**config.mk**
```make
export PLATFORM = sky130hd
export DESIGN_NAME = rv32i_decode_queue
export DESIGN_NICKNAME = d
export VERILOG_FILES = /design/src/rtl/rv32i_pkg.sv /design/src/rtl/rv32i_decoder.sv /design/src/rtl/rv32i_decode_queue.sv
export SDC_FILE = /design/constraint.sdc
export NUM_CORES = 1
export LEC_CHECK = 0
export BUFFER_PORTS_ARGS = -buffer_cell sky130_fd_sc_hd__buf_2
export CELL_PAD_IN_SITES_DETAIL_PLACEMENT = 1
export CELL_PAD_IN_SITES_GLOBAL_PLACEMENT = 1
export CORE_MARGIN = 3
export CORE_UTILIZATION = 40
export DETAILED_ROUTE_END_ITERATION = 10
export PLACE_DENSITY = 0.71
export SLEW_MARGIN = 20
export SYNTH_ARGS = -nofsm -noshare
export SYNTH_HDL_FRONTEND = slang
export SYNTH_SLANG_ARGS = --single-unit
```
**constraint.sdc**
```tcl
create_clock -name clk -period 3.16 [get_ports clk]
set_input_delay 0.158 -clock clk [delete_from_list [all_inputs] [get_ports clk]]
set_output_delay 0.158 -clock clk [all_outputs]
set_load 0.01 [all_outputs]
```
**src/rtl/rv32i_pkg.sv**
```systemverilog
// Shared RV32I decode types: instruction view, decoded bundle, enums and the immediate generator.
package rv32i_pkg;

    // Decoded pc field is fixed width; narrower queue PCs are zero-extended into it.
    localparam int DEC_PC_W = 32;

    localparam logic [6:0] OPC_LUI    = 7'b0110111;
    localparam logic [6:0] OPC_AUIPC  = 7'b0010111;
    localparam logic [6:0] OPC_JAL    = 7'b1101111;
    localparam logic [6:0] OPC_JALR   = 7'b1100111;
    localparam logic [6:0] OPC_BRANCH = 7'b1100011;
    localparam logic [6:0] OPC_LOAD   = 7'b0000011;
    localparam logic [6:0] OPC_STORE  = 7'b0100011;
    localparam logic [6:0] OPC_OPIMM  = 7'b0010011;
    localparam logic [6:0] OPC_OP     = 7'b0110011;
    localparam logic [6:0] OPC_FENCE  = 7'b0001111;
    localparam logic [6:0] OPC_SYSTEM = 7'b1110011;

    typedef struct packed {
        logic [6:0] funct7;
        logic [4:0] rs2;
        logic [4:0] rs1;
        logic [2:0] funct3;
        logic [4:0] rd;
        logic [6:0] opcode;
    } r_type_s;

    typedef union packed {
        logic [31:0] raw;
        r_type_s     r;
    } rv32i_inst_u;

    typedef enum logic [2:0] {OPTYPE_R, OPTYPE_I, OPTYPE_S, OPTYPE_B, OPTYPE_U, OPTYPE_J} optype_e;

    typedef enum logic [4:0] {
        ALU_NOP, ALU_ADD, ALU_SUB, ALU_SLL, ALU_SLT, ALU_SLTU, ALU_XOR, ALU_SRL, ALU_SRA,
        ALU_OR, ALU_AND, ALU_BEQ, ALU_BNE, ALU_BLT, ALU_BGE, ALU_BLTU, ALU_BGEU
    } alu_op_e;

    typedef enum logic [1:0] {ALU_INPUT1_RS1, ALU_INPUT1_PC, ALU_INPUT1_NONE} alu_input1_type_e;
    typedef enum logic [1:0] {ALU_INPUT2_RS2, ALU_INPUT2_IMM, ALU_INPUT2_NONE} alu_input2_type_e;
    typedef enum logic [2:0] {WB_NONE, WB_ALU, WB_MEM, WB_PC, WB_CSR} wb_from_e;
    typedef enum logic [1:0] {MEM_NONE, MEM_LOAD, MEM_STORE} mem_op_e;
    typedef enum logic [1:0] {BRANCH_NONE, BRANCH_RELATIVE, BRANCH_ABSOLUTE} branch_type_e;
    // Encoded so that funct3[1:0] of a CSR instruction casts directly.
    typedef enum logic [1:0] {CSR_NONE, CSR_RW, CSR_RS, CSR_RC} csr_op_e;
    typedef enum logic [0:0] {CSR_ALU_INPUT_RS1, CSR_ALU_INPUT_IMM} csr_alu_input_type_e;

    typedef struct packed {
        logic [DEC_PC_W-1:0] pc;
        alu_op_e             alu_op;
        alu_input1_type_e    alu_in1;
        alu_input2_type_e    alu_in2;
        logic [31:0]         imm;
        logic [4:0]          rs1;
        logic [4:0]          rs2;
        logic [4:0]          rd;
        logic                reg_we;
        wb_from_e            wb_from;
        logic                mem_en;
        mem_op_e             mem_op;
        logic [2:0]          funct3;
        branch_type_e        branch_type;
        csr_op_e             csr_op;
        csr_alu_input_type_e csr_alu_input;
        logic [11:0]         csr_addr;
        logic                illegal;
    } dec_inst_s;

    function automatic logic [31:0] imm_gen(input logic [31:0] i, input optype_e t);
        case (t)
            OPTYPE_I: imm_gen = {{20{i[31]}}, i[31:20]};
            OPTYPE_S: imm_gen = {{20{i[31]}}, i[31:25], i[11:7]};
            OPTYPE_B: imm_gen = {{19{i[31]}}, i[31], i[7], i[30:25], i[11:8], 1'b0};
            OPTYPE_U: imm_gen = {i[31:12], 12'b0};
            OPTYPE_J: imm_gen = {{11{i[31]}}, i[31], i[19:12], i[20], i[30:21], 1'b0};
            default:  imm_gen = 32'b0;
        endcase
    endfunction

endpackage

```
**src/rtl/rv32i_decoder.sv**
```systemverilog
// Pure combinational RV32I decoder: instruction word + pc -> dec_inst_s bundle.
module rv32i_decoder
    import rv32i_pkg::*;
(
    input  rv32i_inst_u         inst,
    input  logic [DEC_PC_W-1:0] pc,
    output dec_inst_s           dec
);

    logic [2:0] f3;
    logic       alt;

    assign f3  = inst.r.funct3;
    assign alt = inst.r.funct7[5];

    always_comb begin
        dec             = '0;
        dec.pc          = pc;
        dec.alu_op      = ALU_NOP;
        dec.alu_in1     = ALU_INPUT1_RS1;
        dec.alu_in2     = ALU_INPUT2_RS2;
        dec.rs1         = inst.r.rs1;
        dec.rs2         = inst.r.rs2;
        dec.rd          = inst.r.rd;
        dec.funct3      = f3;
        dec.wb_from     = WB_NONE;
        dec.mem_op      = MEM_NONE;
        dec.branch_type = BRANCH_NONE;
        dec.csr_op      = CSR_NONE;
        dec.csr_alu_input = CSR_ALU_INPUT_RS1;
        dec.imm         = imm_gen(inst.raw, OPTYPE_I);
        dec.csr_addr    = inst.raw[31:20];
        dec.illegal     = 1'b0;

        case (inst.r.opcode)
            OPC_LUI, OPC_AUIPC: begin
                dec.alu_op  = ALU_ADD;
                dec.alu_in1 = (inst.r.opcode == OPC_LUI) ? ALU_INPUT1_NONE : ALU_INPUT1_PC;
                dec.alu_in2 = ALU_INPUT2_IMM;
                dec.imm     = imm_gen(inst.raw, OPTYPE_U);
                dec.wb_from = WB_ALU;
            end
            OPC_JAL: begin
                dec.alu_op      = ALU_ADD;
                dec.alu_in1     = ALU_INPUT1_PC;
                dec.alu_in2     = ALU_INPUT2_IMM;
                dec.imm         = imm_gen(inst.raw, OPTYPE_J);
                dec.wb_from     = WB_PC;
                dec.branch_type = BRANCH_RELATIVE;
            end
            OPC_JALR: begin
                dec.alu_op      = ALU_ADD;
                dec.alu_in2     = ALU_INPUT2_IMM;
                dec.wb_from     = WB_PC;
                dec.branch_type = BRANCH_ABSOLUTE;
            end
            OPC_BRANCH: begin
                dec.imm         = imm_gen(inst.raw, OPTYPE_B);
                dec.branch_type = BRANCH_RELATIVE;
                case (f3)
                    3'b000:  dec.alu_op = ALU_BEQ;
                    3'b001:  dec.alu_op = ALU_BNE;
                    3'b100:  dec.alu_op = ALU_BLT;
                    3'b101:  dec.alu_op = ALU_BGE;
                    3'b110:  dec.alu_op = ALU_BLTU;
                    3'b111:  dec.alu_op = ALU_BGEU;
                    default: dec.illegal = 1'b1;
                endcase
            end
            OPC_LOAD: begin
                dec.alu_op  = ALU_ADD;
                dec.alu_in2 = ALU_INPUT2_IMM;
                dec.mem_en  = 1'b1;
                dec.mem_op  = MEM_LOAD;
                dec.wb_from = WB_MEM;
                dec.illegal = (f3 == 3'b011) || (f3 == 3'b110) || (f3 == 3'b111);
            end
            OPC_STORE: begin
                dec.alu_op  = ALU_ADD;
                dec.alu_in2 = ALU_INPUT2_IMM;
                dec.imm     = imm_gen(inst.raw, OPTYPE_S);
                dec.mem_en  = 1'b1;
                dec.mem_op  = MEM_STORE;
                dec.illegal = (f3 > 3'b010);
            end
            OPC_OPIMM, OPC_OP: begin
                dec.wb_from = WB_ALU;
                if (inst.r.opcode == OPC_OPIMM) begin
                    dec.alu_in2 = ALU_INPUT2_IMM;
                end else begin
                    dec.imm     = 32'b0;
                    dec.illegal = !((inst.r.funct7 == 7'b0000000) ||
                                    (inst.r.funct7 == 7'b0100000 && (f3 == 3'b000 || f3 == 3'b101)));
                end
                case (f3)
                    // Immediate bit 10 of ADDI is not an opcode modifier, so SUB only exists on OP.
                    3'b000:  dec.alu_op = (alt && inst.r.opcode == OPC_OP) ? ALU_SUB : ALU_ADD;
                    3'b001:  dec.alu_op = ALU_SLL;
                    3'b010:  dec.alu_op = ALU_SLT;
                    3'b011:  dec.alu_op = ALU_SLTU;
                    3'b100:  dec.alu_op = ALU_XOR;
                    3'b101:  dec.alu_op = alt ? ALU_SRA : ALU_SRL;
                    3'b110:  dec.alu_op = ALU_OR;
                    default: dec.alu_op = ALU_AND;
                endcase
            end
            OPC_FENCE: dec.alu_op = ALU_NOP;
            OPC_SYSTEM: begin
                if (f3 != 3'b000) begin
                    dec.csr_op        = csr_op_e'(f3[1:0]);
                    dec.wb_from       = WB_CSR;
                    dec.csr_alu_input = f3[2] ? CSR_ALU_INPUT_IMM : CSR_ALU_INPUT_RS1;
                end
            end
            default: dec.illegal = 1'b1;
        endcase

        if (dec.illegal) begin
            dec.alu_op      = ALU_NOP;
            dec.wb_from     = WB_NONE;
            dec.mem_en      = 1'b0;
            dec.mem_op      = MEM_NONE;
            dec.branch_type = BRANCH_NONE;
            dec.csr_op      = CSR_NONE;
        end
        dec.reg_we = !dec.illegal && (dec.rd != 5'd0) && (dec.wb_from != WB_NONE);
    end

endmodule

```
**src/rtl/rv32i_decode_queue.sv**
```systemverilog
// Buffered RV32I decode stage: DEPTH-entry FIFO, registered decoded output, flush on redirect.
// Optional perf counters (perf_dec, perf_ill) when RV32I_DECODE_PERF_CNT_EN is defined.
module rv32i_decode_queue
    import rv32i_pkg::*;
#(
    parameter int DEPTH    = 4,
    parameter int PC_WIDTH = 32
`ifdef RV32I_DECODE_PERF_CNT_EN
    ,
    parameter int CNT_WIDTH = 32
`endif
) (
    input  logic                clk,
    input  logic                reset,
    input  logic                flush,
    input  logic                in_valid,
    output logic                in_ready,
    input  logic [PC_WIDTH-1:0] in_pc,
    input  rv32i_inst_u         in_inst,
    output logic                out_valid,
    input  logic                out_ready,
    output dec_inst_s           out_dec
`ifdef RV32I_DECODE_PERF_CNT_EN
    ,
    output logic [CNT_WIDTH-1:0] perf_dec,
    output logic [CNT_WIDTH-1:0] perf_ill
`endif
);

    // Handshake: a transfer happens on a cycle where valid && ready at the rising edge;
    // valid never depends combinationally on ready, and in_ready depends only on count.
    localparam int PTR_W = $clog2(DEPTH);
    localparam logic [PTR_W:0] FULL = (PTR_W + 1)'(DEPTH);

    rv32i_inst_u         mem_inst [DEPTH];
    logic [PC_WIDTH-1:0] mem_pc   [DEPTH];
    logic [PTR_W-1:0]    wr_ptr, rd_ptr;
    logic [PTR_W:0]      count;
    logic                push, pop;
    logic [DEC_PC_W-1:0] head_pc;
    dec_inst_s           head_dec;

    assign in_ready = (count < FULL);
    assign push     = in_valid && in_ready;
    assign pop      = (count != '0) && (!out_valid || out_ready);
    assign head_pc  = DEC_PC_W'(mem_pc[rd_ptr]);

    rv32i_decoder u_decoder (
        .inst (mem_inst[rd_ptr]),
        .pc   (head_pc),
        .dec  (head_dec)
    );

    // Storage needs no reset; a dropped push is harmless since wr_ptr does not advance.
    always_ff @(posedge clk) begin
        if (push) begin
            mem_inst[wr_ptr] <= in_inst;
            mem_pc[wr_ptr]   <= in_pc;
        end
    end

    always_ff @(posedge clk) begin
        if (reset) begin
            wr_ptr    <= '0;
            rd_ptr    <= '0;
            count     <= '0;
            out_valid <= 1'b0;
            out_dec   <= '0;
        end else if (flush) begin
            wr_ptr    <= '0;
            rd_ptr    <= '0;
            count     <= '0;
            out_valid <= 1'b0;
        end else begin
            if (push) wr_ptr <= wr_ptr + PTR_W'(1);
            if (pop) begin
                rd_ptr    <= rd_ptr + PTR_W'(1);
                out_dec   <= head_dec;
                out_valid <= 1'b1;
            end else if (out_ready) begin
                out_valid <= 1'b0;
            end
            case ({push, pop})
                2'b10:   count <= count + (PTR_W + 1)'(1);
                2'b01:   count <= count - (PTR_W + 1)'(1);
                default: count <= count;
            endcase
        end
    end

`ifdef RV32I_DECODE_PERF_CNT_EN
    always_ff @(posedge clk) begin
        if (reset) begin
            perf_dec <= '0;
            perf_ill <= '0;
        end else if (out_valid && out_ready) begin
            perf_dec <= perf_dec + CNT_WIDTH'(1);
            if (out_dec.illegal) perf_ill <= perf_ill + CNT_WIDTH'(1);
        end
    end
`endif

endmodule

```
== After elaboration in Yosys (flattened, before gate mapping) ==
Memories as Yosys holds them, arrays and structs flattened. A register that Yosys moved wholly into a read port is not among the register bits.
Index checks and enable logic that the tools add are counted.

* Input port bits: 69
* Logic and storage cells: 114
* Register bits: 92
* Memories kept: 2
* Output and inout bits: 118
* RAM bits: 256

{| class="wikitable"
|+ Memory list
! name !! words !! bits a word !! rd ports !! clocked after Yosys merged registers in !! write ports !! RTL line !! text
|-
| mem_inst || 4 || 32 || 1 || 1 || 1 || rv32i_decode_queue.sv:35 || <nowiki>rv32i_inst_u mem_inst [DEPTH];</nowiki>
|-
| mem_pc || 4 || 32 || 1 || 1 || 1 || rv32i_decode_queue.sv:36 || <nowiki>logic [PC_WIDTH-1:0] mem_pc [DEPTH];</nowiki>
|}

* Reductions and logical operators: 32
* Add/sub/neg operators: 4
* Mux-type cells: 31
* Bitwise operators: 1
* Equal/unequal tests: 21
* Magnitude comparators: 2

{| class="wikitable"
|+ Operators by type and width
! kind !! number
|-
| $pmux 32 s5 || 1
|-
| $pmux 5 s7 || 1
|-
| $mux 32 || 1
|-
| $pmux 5 s6 || 1
|-
| $eq 7x6->1 const B || 4
|-
| $eq 7x7->1 const B || 4
|-
| $reduce_or 6->1 || 3
|-
| $pmux 5 s3 || 1
|-
| $eq 7x5->1 const B || 2
|-
| $eq 3x3->1 const B || 4
|-
| $pmux 3 s2 || 2
|-
| $pmux 3 s4 || 1
|-
| $reduce_or 2->1 || 5
|-
| $mux 3 || 3
|-
| $reduce_bool 3->1 || 3
|-
| $mux 1 || 8
|-
| $mux 2 || 4
|-
| $mux 4 || 2
|-
| $pmux 2 s2 || 2
|-
| $eq 7x2->1 const B || 1
|-
| $eq 7x4->1 const B || 1
|-
| $logic_not 7->1 || 1
|-
| $eq 3x2->1 const B || 2
|-
| $logic_and 1x1->1 || 6
|-
| other kinds (20) || 28
|}

== Logic depth before layout (Yosys ltp) ==
Gate-level depths: netlist of run 1.

* Depth in word-level cells: 10
* Mapped depth: 10
* Gate-level depth less buffers: 8

== Cells and area by module ==
A second synthesis of run 1 with hierarchy kept.

* Cells, all modules: 1130
* Area total of the unflattened synthesis: 16365.7 sq um

{| class="wikitable"
|+ By module, submodules not included
! module !! sequential area each (sq um) !! cells an instance !! instances !! area each (sq um)
|-
| rv32i_decode_queue || 10209.8 || 895 || 1 || 14845.5
|-
| rv32i_decoder || 0.0 || 235 || 1 || 1520.2
|}

== Worst setup path after synthesis of run 1 ==
OpenSTA, ideal clock, no wires.

* Kind: flip-flop to flip-flop
* Start: register with a tool-made name
* End: register out_dec[81] (netlist bit)
* Period minus slack after synthesis: 2656 ps
* Setup slack: 504 ps
* Library setup time: 126 ps
* Path buffers: 3
* Cell stages (with the launch flop): 10
* Arrival time: 2530 ps
* Required time: 3034 ps
* Cell sequence: dfxtp_1 buf_6 mux4_2 or2_1 buf_6 or3_1 buf_2 or4_4 nand4_4 o21ai_0

{| class="wikitable"
|+ RTL lines
! item !! RTL line !! text
|-
| end signal, assigned || rv32i_decode_queue.sv:68 || <nowiki>out_dec <= '0;</nowiki>
|-
| end signal, assigned || rv32i_decode_queue.sv:78 || <nowiki>out_dec <= head_dec;</nowiki>
|-
| end, declared || rv32i_decode_queue.sv:22 || <nowiki>output dec_inst_s out_dec</nowiki>
|}

==> results.json, run 1 <==
{
  "fp.dieArea_sq_um": 37800,
  "postSynthRegisterBits": 376,
  "number_of_cells_produced_by_synthesis": 966,
  "buffer_ports.inserted": 185,
  "max_clock_freq_mhz": 344,
  "cts_root_buffer": "sky130_fd_sc_hd__clkbuf_16",
  "post_layout_nonfiller_instances": 1715,
  "grt_overflow": 0,
  "leading_cell_types_in_the_layout_fill_and_taps_excluded": "256 x sky130_fd_sc_hd__edfxtp_1, 184 x sky130_fd_sc_hd__buf_2, 153 x sky130_fd_sc_hd__nand2_1",
  "fin_setup_tns_ns": 0,
  "skew_ns": 0.0145,
  "cp-start-kind": "flop",
  "htreeDepth": 2,
  "maxCapViolations": 0,
  "netlist_area_sq_um": 14200,
  "final.period_utilization_pct": 92.1,
  "slowest_stage": "sky130_fd_sc_hd__dfxtp_2",
  "leading_cell_type_in_the_layout_fill_and_taps_excluded": "sky130_fd_sc_hd__edfxtp_1",
  "net_count_synth": 1041,
  "post_synthesis_sequential_area_ratio_pct": 71.0,
  "std_cell_rows": 68,
  "grt_pass1_vias": 9703,
  "arrival_time_of_the_worst_setup_path_ns": 3.31,
  "vdd_ir_drop_max_uv": 464,
  "pwr_density_cell_nw_per_um2": 641,
  "final_core_utilization_pct": 51.0,
  "clock_path_buffers": 3,
  "global_route.usage.total_pct": 19.4,
  "clk-insertion-delay-late_ns": 0.52,
  "core_region_area_sq_um": 34800,
  "asyncSetResetFlopFracSynth_pct": 0,
  "final_layout_worst_hold_slack_ns": 0.0618,
  "ys_warn_count": 0,
  "outcome": "completed",
  "post_synth_num_cell_types": 55,
  "timing.critical_path.buf_inv": 1,
  "postSynth.topFlopCell": "sky130_fd_sc_hd__edfxtp_1",
  "worstPathCellList": "mux4_2 -> or2_1 -> buf_4 -> or3_1 -> or4_4 -> nand4_4 -> o21ai_0",
  "synth.avg_cell_area_sq_um": 14.7,
  "detail_route.wl_per_cell_um": 21.6,
  "vias_per_cell": 5.22,
  "wirelength_um": 37100,
  "floorplan.initialDensity_pct": 40.8,
  "minimum_period_implied_by_the_final_worst_setup_slack_ns": 2.91,
  "vias": 8954,
  "hp-class": "primary input to flop",
  "number_of_enable_flip_flop_cells_after_synthesis": 256,
  "grt_setup_unrepaired": "no",
  "place_area_sq_um": 15800,
  "finalMaxSlewViolations": 0,
  "final-hold-violation-count": 0,
  "post_cts.repair.setup_buffers": 0,
  "setup_viol": 0,
  "layout-drive-gt1-share_pct": 29.0,
  "n_diodes": 0,
  "floorplan.die.width_um": 194,
  "cpLargestDelayFamily": "simple AND/OR/NAND/NOR gates",
  "cts_tree": "yes",
  "leakagePower_uw": 0.00632,
  "first_pass_grt_wire_length_um": 57700,
  "cp-end-kind": "flop",
  "grt_antenna_before_repair": 3,
  "grt_start_max_net_pins": 95,
  "required_ns": 3.56,
  "dp_cells": 1575,
  "globalplace.congestion": 0.813,
  "numCtsBuffers": 41,
  "drt_first_iter_violations": 389,
  "clock_sinks": 376,
  "drt_first_pass_iters": 4,
  "worst-path-max-fanout": 13,
  "dpl_wire_length_um": 23700,
  "crit_path_max_incr_delay_ns": 0.59,
  "drc": 0,
  "syn2layout_area_growth_pct": 25.0,
  "die_h_um": 194,
  "timing.setup.critical_path_class": "flop to flop",
  "maxSlewHeadroom_pct": 34.2,
  "clk_transition_reported_paths_ns": 0.06,
  "num_io_pins": 187,
  "postLayoutCellArea_sq_um": 17800,
  "drt.antenna.violating_nets": 0,
  "max_slew.worst_pin.slew_ns": 0.987,
  "num-nets-final": 1303
}
[layout make-up]
| type | instances | area [sq um] |
|---|---|---|
| Fill cell | 3442 | 17000 |
| Clock inverter | 11 | 144 |
| Multi-Input combinational cell | 507 | 3790 |
| Clock buffer | 64 | 1180 |
| Tap cell | 455 | 569 |
| Timing Repair Buffer | 288 | 1930 |
| Inverter | 14 | 52.6 |
| Sequential cell | 376 | 10100 |
[cells by family after synthesis]
logic type | count (synthesis) | share of synthesized area (%)
flip-flops | 376 | 71.0
AND/OR/NAND/NOR | 275 | 8.68
adder cells (fa/ha/maj) | 6 | 0.581
XOR/XNOR | 7 | 0.431
other | 1 | 0.0264
buffers and inverters | 83 | 2.56
multiplexers | 65 | 10.1
AO/OA/AOI/OAI | 153 | 6.60
[worst register-to-register path: cells and delay by family (launching register included)]
| kind | cells | cell delay [ns] |
|---|---|---|
| mux | 1 | 0.57 |
| buf+inv | 1 | 0.18 |
| simple gates | 4 | 1.34 |
| compound gates | 1 | 0.11 |
| flops | 1 | 0.59 |
[flip-flops by register name, summed over array words and instances, names as in the netlist, named ones only]
register   cells
wr_ptr         2
mem_inst     128
rd_ptr         2
count          3
mem_pc       128
out_dec      110
out_valid      1
[worst paths after layout]
check                                 start     endpoint  slack [ns]  cells after the start
worst min-delay path                  flush    rd_ptr[0]        0.06                      3
worst min register to register  out_dec[78]  out_dec[78]        0.45                      2
worst max-delay path                   flop  out_dec[82]        0.25                      7
worst max register to register         flop  out_dec[82]        0.25                      7
[report_power, final]
group	internal (uW)	total, uW	leakage [uW]	switching, uW
registers	5460	5560	0.00332	99.4
clock network	2830	4700	0.000649	1870
logic	457	1130	0.00235	672
total	8750	11400	0.00632	2640
[stage by stage]
| stage | setup WS, ns | total power [uW] |
|---|---|---|
| after global routing | 0.00798 | 11800 |
| after CTS | 0.0659 | 11500 |
| after floorplan | 0.504 | 6280 |
| final | 0.251 | 11400 |
| after detailed placement | 0.0672 | 6740 |
| after global placement | 0.151 | 6700 |
[metal layers]
| metal | track usage, % | part of all wire [%] | routed length, um | vias up |
|---|---|---|---|---|
| li1 | - | - | - | 4133 |
| met1 | 24.9 | 42 | 15600 | 4554 |
| met2 | 33.9 | 50 | 18600 | 213 |
| met3 | 4.45 | 5.7 | 2130 | 48 |
| met4 | 4.55 | 1.9 | 710 | 6 |
| met5 | 0 | 0.094 | 35 | - |
[Yosys cell counts, types with 5 or more instances]
cell / count / area, sq um
sky130_fd_sc_hd__buf_1: 13 / 48.8
sky130_fd_sc_hd__a22oi_1: 9 / 67.6
sky130_fd_sc_hd__o31ai_1: 5 / 37.5
sky130_fd_sc_hd__nor3_1: 14 / 70.1
sky130_fd_sc_hd__edfxtp_1: 256 / 7690
sky130_fd_sc_hd__buf_2: 6 / 30.0
sky130_fd_sc_hd__nand3_1: 9 / 45.0
sky130_fd_sc_hd__nor2_1: 56 / 210
sky130_fd_sc_hd__and2_1: 7 / 43.8
sky130_fd_sc_hd__ha_1: 5 / 62.6
sky130_fd_sc_hd__nor2b_1: 9 / 56.3
sky130_fd_sc_hd__dfxtp_1: 120 / 2400
sky130_fd_sc_hd__clkbuf_1: 40 / 150
sky130_fd_sc_hd__a211oi_1: 22 / 165
sky130_fd_sc_hd__inv_1: 14 / 52.6
sky130_fd_sc_hd__mux4_2: 63 / 1420
sky130_fd_sc_hd__a21oi_1: 81 / 405
sky130_fd_sc_hd__buf_4: 8 / 60.1
sky130_fd_sc_hd__a221oi_1: 6 / 52.6
sky130_fd_sc_hd__o21ai_0: 13 / 65.1
sky130_fd_sc_hd__nand2_1: 153 / 574
[what timing repair did]
item / in CTS / in global routing
endpoints found under the setup margin: 0 / 3
resized for setup: 0 / 1
hold buffers: 65 / 0
endpoints found under the hold margin: 257 / 0
No activity file was read; power rests on OpenSTA's default activity.
==> run 2, diff against run 1 <==
- ABC_AREA: not set -> 1
- PLACE_DENSITY: 0.71 -> 0.74
==> results.json, run 2 <==
{
  "dp_cells": 1947,
  "post_synthesis_sequential_area_ratio_pct": 68.5,
  "number_of_enable_flip_flop_cells_after_synthesis": 256,
  "htreeDepth": 2,
  "maxSlewHeadroom_pct": 40.6,
  "std_cell_rows": 69,
  "cpLargestDelayFamily": "simple AND/OR/NAND/NOR gates",
  "number_of_hold_repair_buffers_added_at_the_cts_stage": 65,
  "postSynth.topFlopCell": "sky130_fd_sc_hd__edfxtp_1",
  "worst-path-max-fanout": 20,
  "post_synth_main_area_contributors": "sky130_fd_sc_hd__edfxtp_1 52%, sky130_fd_sc_hd__dfxtp_1 16%, sky130_fd_sc_hd__o21ai_0 6.5%",
  "num-nets-final": 1669,
  "outcome": "completed",
  "drt_first_iter_violations": 607,
  "top_regs": "mem_inst (128), mem_pc (128), out_dec (110)",
  "final_layout_worst_hold_slack_ns": 0.0292,
  "timing.critical_path.buf_inv": 4,
  "cts_root_buffer": "sky130_fd_sc_hd__clkbuf_16",
  "cts_resized": 0,
  "timing.rr.end": "out_dec[60]",
  "post_cts.repair.setup_buffers": 0,
  "synth_top_area_share_pct": 52.2,
  "holdPathStages": 4,
  "required_ns": 3.59,
  "die_h_um": 198,
  "postSynthRegisterBits": 376,
  "timing.reg2reg.worst_path_depth": 14,
  "clock_sinks": 376,
  "grt_antenna_before_repair": 5,
  "timing.setup.critical_path_class": "flop to flop",
  "globalplace.congestion": 0.875,
  "post_layout_nonfiller_instances": 2088,
  "detail_route.wl_per_cell_um": 19.7,
  "drc": 0,
  "worst_hold_startpoint": "flush",
  "grt_overflow": 0,
  "syn2layout_area_growth_pct": 23.0,
  "floorplan.initialDensity_pct": 41.0,
  "ys_warn_count": 0,
  "leading_cell_types_in_the_layout_fill_and_taps_excluded": "256 x sky130_fd_sc_hd__edfxtp_1, 209 x sky130_fd_sc_hd__nor2_1, 192 x sky130_fd_sc_hd__o21ai_0",
  "clk_transition_reported_paths_ns": 0.06,
  "grt_setup_unrepaired": "no",
  "arrival_time_of_the_worst_setup_path_ns": 3.05,
  "vias": 10900,
  "numCtsBuffers": 41,
  "core_region_area_sq_um": 35900,
  "grt_pass1_vias": 11300,
  "clk-insertion-delay-late_ns": 0.55,
  "synth.cells.most_frequent": "256 x sky130_fd_sc_hd__edfxtp_1, 213 x sky130_fd_sc_hd__nor2_1, 192 x sky130_fd_sc_hd__o21ai_0, 191 x sky130_fd_sc_hd__nand2_1, 120 x sky130_fd_sc_hd__dfxtp_1",
  "worstPathCellList": "inv_1 -> nand3_1 -> nand2_2 -> nand2_1 -> nor2_2 -> buf_4 -> nand2_1 -> nor2_2 -> nor2_1 -> nand4_1 -> o21ai_1 -> buf_4 -> o21bai_1 -> inv_1",
  "asyncSetResetFlopFracSynth_pct": 0,
  "pwr_density_cell_nw_per_um2": 667,
  "leakagePower_uw": 0.00728,
  "crit_path_max_incr_delay_ns": 0.39,
  "largest_area_contributor_in_the_netlist": "sky130_fd_sc_hd__edfxtp_1",
  "synth.avg_cell_area_sq_um": 10.8,
  "post_synth_num_cell_types": 39,
  "netlist_area_sq_um": 14700,
  "fp.dieArea_sq_um": 39200,
  "minimum_period_implied_by_the_final_worst_setup_slack_ns": 2.62,
  "wirelength_um": 41100,
  "drt.antenna.violating_nets": 0,
  "leading_cell_type_in_the_layout_fill_and_taps_excluded": "sky130_fd_sc_hd__edfxtp_1",
  "setup_viol": 0,
  "cp-end-kind": "flop",
  "first_pass_grt_wire_length_um": 64100,
  "max_slew.worst_pin.slew_ns": 0.890,
  "final-hold-violation-count": 0,
  "vias_per_cell": 5.21,
  "final.period_utilization_pct": 82.8,
  "global_route.usage.total_pct": 20.8,
  "min_to": "out_valid",
  "max_clock_freq_mhz": 382,
  "vdd_ir_drop_max_uv": 504,
  "worst-r2r-setup-slack_ns": 0.54,
  "net_count_synth": 1435,
  "finalMaxSlewViolations": 0,
  "maxCapViolations": 0,
  "cts_tree": "yes",
  "drt_first_pass_iters": 5,
  "dpl_wire_length_um": 26100,
  "cp-start-kind": "flop",
  "skew_ns": 0.0226,
  "synth_most_common_cell": "sky130_fd_sc_hd__edfxtp_1",
  "grt_start_max_net_pins": 96,
  "hp-class": "primary input to flop",
  "clock_path_buffers": 3,
  "slowest_stage": "sky130_fd_sc_hd__inv_1",
  "num_io_pins": 187,
  "layout-drive-gt1-share_pct": 19.6,
  "buffer_ports.inserted": 185,
  "number_of_cells_produced_by_synthesis": 1360,
  "floorplan.die.width_um": 198
}
run 2: metal layers:
| metal | vias to the layer above | wire length (um) | track usage [%] |
|---|---|---|---|
| met5 | - | 41 | 0 |
| met4 | 6 | 891 | 5.45 |
| met3 | 71 | 2300 | 3.85 |
| met2 | 280 | 20000 | 35.5 |
| met1 | 5329 | 17800 | 27.6 |
| li1 | 5185 | - | - |
run 2: report_power, final:
group	internal (uW)	switching [uW]	leakage (uW)	total (uW)
Combinational	504	1030	0.00328	1530
Clock	2910	1940	0.000678	4850
Sequential	5560	144	0.00333	5700
run 2: cells by family (layout without fill, tap and decap cells):
logic type	after synthesis	in the layout	synth area share, %
flip-flops	376	376	68.5
other	1	3	0.0254
buffers and inverters	150	415	4.53
adder cells (fa/ha/maj)	6	6	0.560
AO/OA/AOI/OAI	339	339	12.7
AND/OR/NAND/NOR	488	488	13.8
run 2: layout make-up:
cell class,instances,area (sq um)
Clock inverter,14,176
Timing Repair Buffer,273,1800
Antenna cell,2,5.00
Sequential cell,376,10100
Multi-Input combinational cell,834,4020
Clock buffer,60,1200
Inverter,68,262
Fill cell,3901,17800
Tap cell,461,577
run 2: tightest hold or removal path, stage by stage:
cell and delay [ns]:
sky130_fd_sc_hd__buf_2 0.12, sky130_fd_sc_hd__nor2_1 0.12, sky130_fd_sc_hd__o21ai_0 0.10, sky130_fd_sc_hd__inv_1 0.04
run 2: worst max path at each step:
stage,slack [ns],cells after the start,end
floorplan,-0.64,3,mem_inst[0][0]
global placement,0.71,13,out_dec[53]
detailed placement,0.60,14,out_dec[60]
CTS,0.55,13,out_dec[48]
global route,0.17,12,out_dec[53]
finish,0.54,14,out_dec[60]
run 2: through the flow:
stage	util (%)	setup TNS [ns]	power [uW]	instance area (sq um)	setup WS, ns
after floorplan	-	-162.80	6670	14700	-0.636
after global placement	44.8	0	7220	16100	0.707
after detailed placement	44.8	0	7270	16100	0.601
after CTS	50.5	0	12200	18100	0.552
after global routing	50.5	0	12600	18100	0.172
final	50.5	0	12100	18100	0.544
